**config.mk**
```make
export PLATFORM = sky130hd
export DESIGN_NAME = cacode_search_seq
export DESIGN_NICKNAME = d
export VERILOG_FILES = /design/src/rtl/cacode_search_seq.sv
export SDC_FILE = /design/constraint.sdc
export NUM_CORES = 1
export LEC_CHECK = 0
export ABC_CLOCK_PERIOD_IN_PS = 12300
export CORE_MARGIN = 4
export CORE_UTILIZATION = 48
export CTS_CLUSTER_DIAMETER = 80
export DETAILED_ROUTE_END_ITERATION = 16
export GPL_ROUTABILITY_DRIVEN = 1
export PLACE_DENSITY = 0.74
export SKIP_CTS_REPAIR_TIMING = 1
export SLEW_MARGIN = 20
export SYNTH_ARGS = -nofsm -noshare
export SYNTH_HDL_FRONTEND = slang
export SYNTH_SLANG_ARGS = --single-unit
```
**constraint.sdc**
```tcl
create_clock -name clk -period 12.3 [get_ports clk]
set_input_delay 2.46 -clock clk [delete_from_list [all_inputs] [get_ports clk]]
set_output_delay 2.46 -clock clk [all_outputs]
set_load 0.05 [all_outputs]
```
**src/rtl/cacode_search_seq.sv**
```systemverilog
// rtl/cacode_search_seq.sv - serial C/A-code acquisition search sequencer
// Optional PRN mask: define CACODE_SEARCH_MASK_EN to add the prn_mask port.
module cacode_search_seq #(
  parameter int DWELL_W  = 16,
  parameter int LFSR_LAT = 2
) (
  input  logic               clk,
  input  logic               rst,
  input  logic               start,
  input  logic               abort,
  input  logic [5:0]         prn_first,
  input  logic [5:0]         prn_last,
  input  logic [DWELL_W-1:0] dwell_len,
`ifdef CACODE_SEARCH_MASK_EN
  input  logic [31:0]        prn_mask,
`endif
  output logic [9:0]         phase,
  output logic [3:0]         t0,
  output logic [3:0]         t1,
  output logic               gen_rst,
  output logic               corr_clr,
  output logic               dump_valid,
  input  logic               dump_ready,
  output logic [5:0]         cur_prn,
  output logic               busy,
  output logic               done,
  output logic               cfg_err
);

  typedef enum logic [2:0] {
    S_IDLE, S_SETUP, S_LOAD, S_DWELL, S_DUMP, S_DONE
  } state_t;

  localparam logic [DWELL_W-1:0] LAT_LAST = DWELL_W'(LFSR_LAT - 1);

  state_t               state_q, state_d;
  logic [DWELL_W-1:0]   cnt_q;
  logic [DWELL_W-1:0]   dwell_q;
  logic [5:0]           last_q;
  logic [31:0]          mask_q;
  logic [31:0]          mask_in;
  logic [9:0]           phase_q;
  logic [5:0]           prn_q;
  logic                 cfg_err_q;
  logic [5:0]           first_prn;
  logic [5:0]           nxt_prn;
  logic                 cfg_ok;
  logic                 last_phase;

`ifdef CACODE_SEARCH_MASK_EN
  assign mask_in = prn_mask;
`else
  assign mask_in = '1;
`endif

  // Lowest enabled PRN in [from, last]; 0 when there is none.
  function automatic logic [5:0] find_prn(input logic [5:0] from, input logic [5:0] last,
                                          input logic [31:0] mask);
    logic [5:0]  r;
    logic [63:0] m;
    r = 6'd0;
    m = {31'd0, mask, 1'b0};
    for (int i = 32; i >= 1; i--) begin
      if (6'(i) >= from && 6'(i) <= last && m[6'(i)]) r = 6'(i);
    end
    return r;
  endfunction

  // G2 phase-selector tap pair {t0, t1} for each PRN.
  function automatic logic [7:0] g2_taps(input logic [5:0] prn);
    case (prn)
      6'd1:  g2_taps = {4'd2, 4'd6};   6'd2:  g2_taps = {4'd3, 4'd7};
      6'd3:  g2_taps = {4'd4, 4'd8};   6'd4:  g2_taps = {4'd5, 4'd9};
      6'd5:  g2_taps = {4'd1, 4'd9};   6'd6:  g2_taps = {4'd2, 4'd10};
      6'd7:  g2_taps = {4'd1, 4'd8};   6'd8:  g2_taps = {4'd2, 4'd9};
      6'd9:  g2_taps = {4'd3, 4'd10};  6'd10: g2_taps = {4'd2, 4'd3};
      6'd11: g2_taps = {4'd3, 4'd4};   6'd12: g2_taps = {4'd5, 4'd6};
      6'd13: g2_taps = {4'd6, 4'd7};   6'd14: g2_taps = {4'd7, 4'd8};
      6'd15: g2_taps = {4'd8, 4'd9};   6'd16: g2_taps = {4'd9, 4'd10};
      6'd17: g2_taps = {4'd1, 4'd4};   6'd18: g2_taps = {4'd2, 4'd5};
      6'd19: g2_taps = {4'd3, 4'd6};   6'd20: g2_taps = {4'd4, 4'd7};
      6'd21: g2_taps = {4'd5, 4'd8};   6'd22: g2_taps = {4'd6, 4'd9};
      6'd23: g2_taps = {4'd1, 4'd3};   6'd24: g2_taps = {4'd4, 4'd6};
      6'd25: g2_taps = {4'd5, 4'd7};   6'd26: g2_taps = {4'd6, 4'd8};
      6'd27: g2_taps = {4'd7, 4'd9};   6'd28: g2_taps = {4'd8, 4'd10};
      6'd29: g2_taps = {4'd1, 4'd6};   6'd30: g2_taps = {4'd2, 4'd7};
      6'd31: g2_taps = {4'd3, 4'd8};   6'd32: g2_taps = {4'd4, 4'd9};
      default: g2_taps = 8'd0;
    endcase
  endfunction

  assign first_prn  = find_prn(prn_first, prn_last, mask_in);
  assign nxt_prn    = find_prn(prn_q + 6'd1, last_q, mask_q);
  assign cfg_ok     = (prn_first != 6'd0) && (prn_last <= 6'd32) &&
                      (prn_first <= prn_last) && (first_prn != 6'd0);
  assign last_phase = (phase_q == 10'd1022);

  assign phase      = phase_q;
  assign cur_prn    = prn_q;
  assign {t0, t1}   = g2_taps(prn_q);
  assign cfg_err    = cfg_err_q;

  // State register.
  always_ff @(posedge clk) begin
    if (!rst) state_q <= S_IDLE;
    else      state_q <= state_d;
  end

  // Next-state and per-state outputs; abort overrides every transition.
  always_comb begin
    state_d    = state_q;
    gen_rst    = 1'b0;
    corr_clr   = 1'b0;
    dump_valid = 1'b0;
    busy       = 1'b1;
    done       = 1'b0;
    case (state_q)
      S_IDLE: begin
        busy = 1'b0;
        if (start && cfg_ok) state_d = S_SETUP;
      end
      S_SETUP: if (cnt_q == LAT_LAST) state_d = S_LOAD;
      S_LOAD:  state_d = S_DWELL;
      S_DWELL: begin
        gen_rst  = 1'b1;
        corr_clr = (cnt_q == '0);
        if (cnt_q == dwell_q - 1'b1) state_d = S_DUMP;
      end
      S_DUMP: begin
        gen_rst    = 1'b1;
        dump_valid = 1'b1;
        if (dump_ready) state_d = (last_phase && nxt_prn == 6'd0) ? S_DONE : S_SETUP;
      end
      S_DONE: begin
        done    = 1'b1;
        state_d = S_IDLE;
      end
      default: state_d = S_IDLE;
    endcase
    if (abort) state_d = S_IDLE;
  end

  // Search configuration, hypothesis registers and the shared setup/dwell counter.
  always_ff @(posedge clk) begin
    if (!rst) begin
      cnt_q     <= '0;
      dwell_q   <= DWELL_W'(1);
      last_q    <= 6'd0;
      mask_q    <= '0;
      phase_q   <= 10'd0;
      prn_q     <= 6'd0;
      cfg_err_q <= 1'b0;
    end else begin
      cfg_err_q <= 1'b0;
      case (state_q)
        S_IDLE: begin
          if (start && !abort) begin
            if (cfg_ok) begin
              last_q  <= prn_last;
              dwell_q <= (dwell_len == '0) ? DWELL_W'(1) : dwell_len;
              mask_q  <= mask_in;
              phase_q <= 10'd0;
              prn_q   <= first_prn;
              cnt_q   <= '0;
            end else begin
              cfg_err_q <= 1'b1;
            end
          end
        end
        S_SETUP: cnt_q <= (cnt_q == LAT_LAST) ? '0 : cnt_q + 1'b1;
        S_LOAD:  cnt_q <= '0;
        S_DWELL: cnt_q <= cnt_q + 1'b1;
        S_DUMP: begin
          if (dump_ready && !abort) begin
            cnt_q <= '0;
            if (last_phase) begin
              phase_q <= 10'd0;
              if (nxt_prn != 6'd0) prn_q <= nxt_prn;
            end else begin
              phase_q <= phase_q + 10'd1;
            end
          end
        end
        default: ;
      endcase
    end
  end

endmodule
```
==> reports/qor.csv, run 1 <==
metric;value;unit
status;complete, no violations;
seq_area_frac_synth;19.36;%
grt_pass1_vias;6716;
start_util;49.17;%
path_clk_slew;0.06;ns
nFillCells;1344;
final_net_count;1032;
numCtsBuffers;9;
io_pins;63;
yosys-top-cells-count;nor2_1, nand2_1, a21oi_1, o21ai_0, dfxtp_1;
dpl.hpwl;15230;um
place_area;7405;um^2
r2r_setup_slack;7.02;ns
antennaDiodeCount;0;
start_kind;primary input;
tightest_slew;0.9361;ns
ys.flop_type;dfxtp_1;
grt_pass1_wl;33840;um
die_area;16190;um^2
fmax;145.4;MHz
synth_top_cell_area_share;19.36;%
yosysTopAreaCell;dfxtp_1;
ys_types;96;
clk_latency;0.35;ns
critPathRequiredTime;12.53;ns
root_buffer;clkbuf_16;
worstPathMaxFanout;24;
yosysMostFrequentCell;nor2_1;
synth_seq_cells;66;
clock_sinks;66;
reg2reg_to;t1[3]$_DFF_P_;
grt_antenna_before_repair;0;
synth_edf_count;0;
grt-ovfl-total;0;
layout.cells.non_filler;1162;
rsz0062_at_grt;no;
post_drt_wl_per_cell;17.83;um
syn_avg_cell_area;7.125;um^2
ys_warn_count;0;
dieHeight;127.2;um
cap_viol_max_count;0;
async_flop_share;0;%
worstHoldStart;phase[8]$_SDFFE_PN0P_;
syn_nets;1013;
dr.pass1.iters;6;
cp-end-kind;flip-flop;
drive_gt1_share;6.415;%
fin_skew;0.004848;ns
cts_tree;yes;
hold_end;phase[8]$_SDFFE_PN0P_;
reg2reg_from;cur_prn[1]$_SDFFE_PN0N_;
arrival;7.11;ns
hold_violations;0;
numPlacedInstances;1146;
hold_class;flip-flop to flip-flop;
final_area;7721;um^2
startpoint;prn_first[2];
row_count;43;
worst-setup-path-type;primary input to flip-flop;
coreArea;13880;um^2
fin_crit_sh;55.92;%
ff2ff_path_depth;17;
synth_area;6825;um^2
power_leakage;2.939;nW
via_count;7491;
drtIter0Drc;1095;
min_period;6.879;ns
grt_start_max_net_pins;30;
cts_max_path_buffers;2;
areaGrowthSynthToFinish;13.13;%
drc;0;
synth.area.top_cells;dfxtp_1, nor2_1, a21oi_1, o21ai_0, nand2_1;
via_per_inst;6.447;
synth_cells;958;
fp.dieW;127.2;um
p_per_area;90.01;nW/um^2
place.gp.congestion;1.034;
globalRouteTotalUtil;25.20;%
ir_drop;0.06153;mV
hold_depth;2;
h-tree-depth;3;
maxSlewViolCount;0;
tns;0;ns
ant_nets;0;
setup_violations;0;
relSlewSlack;36.36;%
wl;20710;um
port_buffers;61;
-- worst max-delay path by stage --
stage / endpoint / slack, ns / cells past startpoint
5_1_grt: t1[3]$_DFF_P_ / 5.09 / 16
2_1_floorplan: t1[3]$_DFF_P_ / 6.40 / 17
3_5_place_dp: t0[0]$_DFF_P_ / 5.14 / 13
3_3_place_gp: t0[0]$_DFF_P_ / 5.28 / 13
4_1_cts: t0[0]$_DFF_P_ / 5.49 / 13
6_report: t1[3]$_DFF_P_ / 5.42 / 16
-- cell usage in the layout (no fill, tap or decap), types with 8 or more instances in the layout --
cell / n
dfxtp_1: 66
inv_1: 41
clkdlybuf4s50_1: 61
nand4_1: 20
a31oi_1: 15
nor3_1: 29
ha_1: 22
or4_1: 8
or3_1: 21
nor2b_1: 9
and2_1: 12
a21oi_1: 68
mux2i_1: 24
o21ai_0: 67
o211ai_1: 17
a211oi_1: 13
and3_1: 18
xor2_1: 19
nand3_1: 28
clkbuf_16: 9
nor4_1: 17
nand2_1: 79
nor2_1: 109
o21a_1: 9
a21o_1: 8
xnor2_1: 27
nand2b_1: 13
-- logic make-up after synthesis --
kind of cell | count (synthesis) | synth area share (%)
adder cells (fa/ha/maj) | 24 | 4.345
other | 1 | 0.05494
AO/OA/AOI/OAI | 300 | 30.43
XOR/XNOR | 47 | 6.141
flip-flops | 66 | 19.36
AND/OR/NAND/NOR | 392 | 28.85
multiplexers | 28 | 4.253
buffers and inverters | 100 | 6.563
-- stage by stage --
step / total power, mW / util [%] / hold slack [ns] / setup WS [ns]
floorplan: 0.3681 / - / 0.4804 / 6.399
CTS: 0.6955 / 55.56 / 0.5053 / 5.494
detailed placement: 0.4200 / 53.34 / 0.4957 / 5.140
global route: 0.7283 / 55.62 / 0.5382 / 5.088
global placement: 0.4196 / 53.34 / 0.4891 / 5.278
finish: 0.6950 / 55.62 / 0.5020 / 5.421
-- report_power, final --
group / switching (mW) / internal [mW]
combinational: 0.117 / 0.0697
sequential: 0.0120 / 0.222
clock: 0.113 / 0.161
total: 0.243 / 0.452
-- flip-flops by register name (all words and copies together) (netlist names) --
signal and flops:
cfg_err 1, cnt_q 16, cur_prn 5, dwell_q 16
last_q 6, mask_q 1, phase 10, state_q 3
t0 4, t1 4
-- layout make-up --
type	count	area [um^2]	share of cell area, %
well taps	180	225.2	2.917
inverters	44	165.2	2.139
multi-input cells	792	5069	65.65
flip-flops and latches	66	1321	17.11
repair buffers	64	633.1	8.200
clock buffers	9	225.2	2.917
clock inverters	7	82.58	1.070
-- layer usage --
metal  share of wire, %  wire length [um]  vias to the layer above  track usage, %
met5                  0                 0                        -               0
met4                3.7               764                        0           10.16
met3                9.5              1970                       86           4.557
met2                 42              8739                      440           37.67
met1                 45              9240                     3376           35.79
li1                   -                 -                     3589               -
-- critical path: stages --
cell,delay (ns)
clkdlybuf4s50_1,0.84
and3_1,0.42
a2111oi_0,0.50
nand2b_1,0.23
nand4bb_1,0.16
and3b_1,0.22
o211ai_2,0.19
o21a_2,0.25
o2111ai_4,0.19
nand3_1,0.18
o21a_1,0.34
inv_1,0.14
ha_1,0.27
nor3_1,0.34
a211oi_1,0.11
o22a_1,0.25
(Power assumes the default switching activity.)
==> run 2: changes to the inputs <==
- ABC_CLOCK_PERIOD_IN_PS: 12300 -> 5800
- PLACE_DENSITY: 0.74 -> 0.76
- clock period: 12.3 -> 5.8 ns (I/O delays scaled with it)
==> run 2 against run 1 <==
Effect of this change: via count shrank 0.21%; clock power grew 120%; critical path depth shrank 2; cell area grew 2.6%; worst setup slack lost 4.7 ns; clock skew grew 0.0051 ns; sequential power grew 110%; critical path type unchanged.
==> reports/qor.csv, run 2 (synthesis results as in run 1) <==
metric;value;unit;change
worst-setup-path-type;primary input to flip-flop;;
r2r_setup_slack;1.24;ns;-5.78 ns
ir_drop;0.1467;mV;+140%
via_per_inst;6.297;;-2.3%
worstPathMaxFanout;14;;-42%
io_pins;63;;unchanged
port_buffers;61;;unchanged
numCtsBuffers;9;;unchanged
final_area;7919;um^2;+2.6%
cap_viol_max_count;0;;unchanged
layout_commonest_cell;nor2_1;;
p_per_area;191.5;nW/um^2;+110%
fin_skew;0.009904;ns;+0.005056 ns
drive_gt1_share;8.739;%;+2.3 points
dr.pass1.iters;6;;unchanged
relSlewSlack;37.68;%;+1.3 points
maxSlewViolCount;0;;unchanged
root_buffer;clkbuf_16;;
areaGrowthSynthToFinish;16.02;%;
grt_antenna_before_repair;0;;unchanged
ant_nets;0;;unchanged
die_area;16190;um^2;unchanged
finalPower;1.517;mW;+120%
clk_latency;0.34;ns;about the same
tightest_slew;0.9335;ns;-0.002578 ns
h-tree-depth;3;;unchanged
fin_util;57.05;%;+1.4 points
grt_pass1_wl;35150;um;+3.9%
min_period;5.078;ns;
numPlacedInstances;1171;;+2.2%
layout.cells.non_filler;1187;;+2.2%
rsz0062_at_grt;no;;
cp-end-kind;flip-flop;;
path_clk_slew;0.06;ns;about the same
fin_crit_sh;87.54;%;
place.gp.congestion;0.9609;;-7.1%
layout_common_cells;nor2_1, nand2_1, a21oi_1, o21ai_0, dfxtp_1;;
final_net_count;1057;;+2.4%
cts_max_path_buffers;2;;unchanged
post_drt_wl_per_cell;18.22;um;+2.2%
nFillCells;1321;;-1.7%
antennaDiodeCount;0;;unchanged
fin_ws;0.7225;ns;-4.699 ns
clock_sinks;66;;unchanged
dpl.hpwl;16260;um;+6.8%
fmax;196.9;MHz;
via_count;7475;;-0.21%
cts_tree;yes;;
ff2ff_path_depth;16;;-1
globalRouteTotalUtil;26.32;%;+1.1 points
holdWs;0.4961;ns;-0.005909 ns
hold_class;flip-flop to flip-flop;;
grt_pass1_vias;6954;;+3.5%
grt_start_max_net_pins;30;;unchanged
row_count;43;;unchanged
start_util;49.17;%;unchanged
start_kind;primary input;;
post-place-ws;0.5023;ns;-4.638 ns
drc;0;;unchanged
critPathRequiredTime;6.07;ns;-6.46 ns
power_leakage;3.069;nW;+4.4%
status;complete, no violations;;
dieHeight;127.2;um;unchanged
fp.dieW;127.2;um;unchanged
drtIter0Drc;805;;-26%
setup_violations;0;;unchanged
grt-ovfl-total;0;;unchanged
tns;0;ns;unchanged
arrival;5.35;ns;-1.76 ns
place_area;7592;um^2;+2.5%
wl;21630;um;+4.4%
coreArea;13880;um^2;unchanged
hold_violations;0;;unchanged
hold_depth;2;;unchanged
-- run 2: final timing paths --
check | from | to
max | prn_last[0] | t0[2]$_DFF_P_
min | phase[6]$_SDFFE_PN0P_ | phase[6]$_SDFFE_PN0P_
max reg2reg | cur_prn[0]$_SDFFE_PN0N_ | t0[2]$_DFF_P_
min reg2reg | phase[6]$_SDFFE_PN0P_ | phase[6]$_SDFFE_PN0P_
-- run 2: where the power goes --
part / total (mW) / internal [mW] / leakage (nW) / switching (mW)
logic: 0.410 / 0.158 / 2.38 / 0.252
registers: 0.496 / 0.471 / 0.534 / 0.0253
clock network: 0.611 / 0.379 / 0.152 / 0.231
-- run 2: per-layer routing --
layer  vias up  part of all wire (%)  track usage [%]
li1       3629                     -                -
met3        69                   6.5            3.888
met2       327                    44            41.75
met5         -                     0                0
met4         0                   3.8            10.54
met1      3450                    45            35.97
-- run 2: worst max-delay path, cell delays in order --
cell,delay [ns]
clkdlybuf4s50_1,0.72
or3_1,0.49
a21oi_1,0.34
a2bb2oi_1,0.33
nand4_1,0.22
nand2_1,0.13
o211ai_2,0.10
o21a_2,0.28
o2111ai_4,0.29
mux2i_2,0.54
buf_4,0.26
nor2_1,0.07
o32a_1,0.28
a21oi_1,0.13
-- run 2: layout make-up --
type	instances	area, um^2	share of cell area, %
clock buffers	9	225.2	2.844
flip-flops and latches	66	1321	16.69
inverters	44	165.2	2.086
multi-input cells	792	5060	63.90
repair buffers	89	820.8	10.36
well taps	180	225.2	2.844
clock inverters	7	101.3	1.280
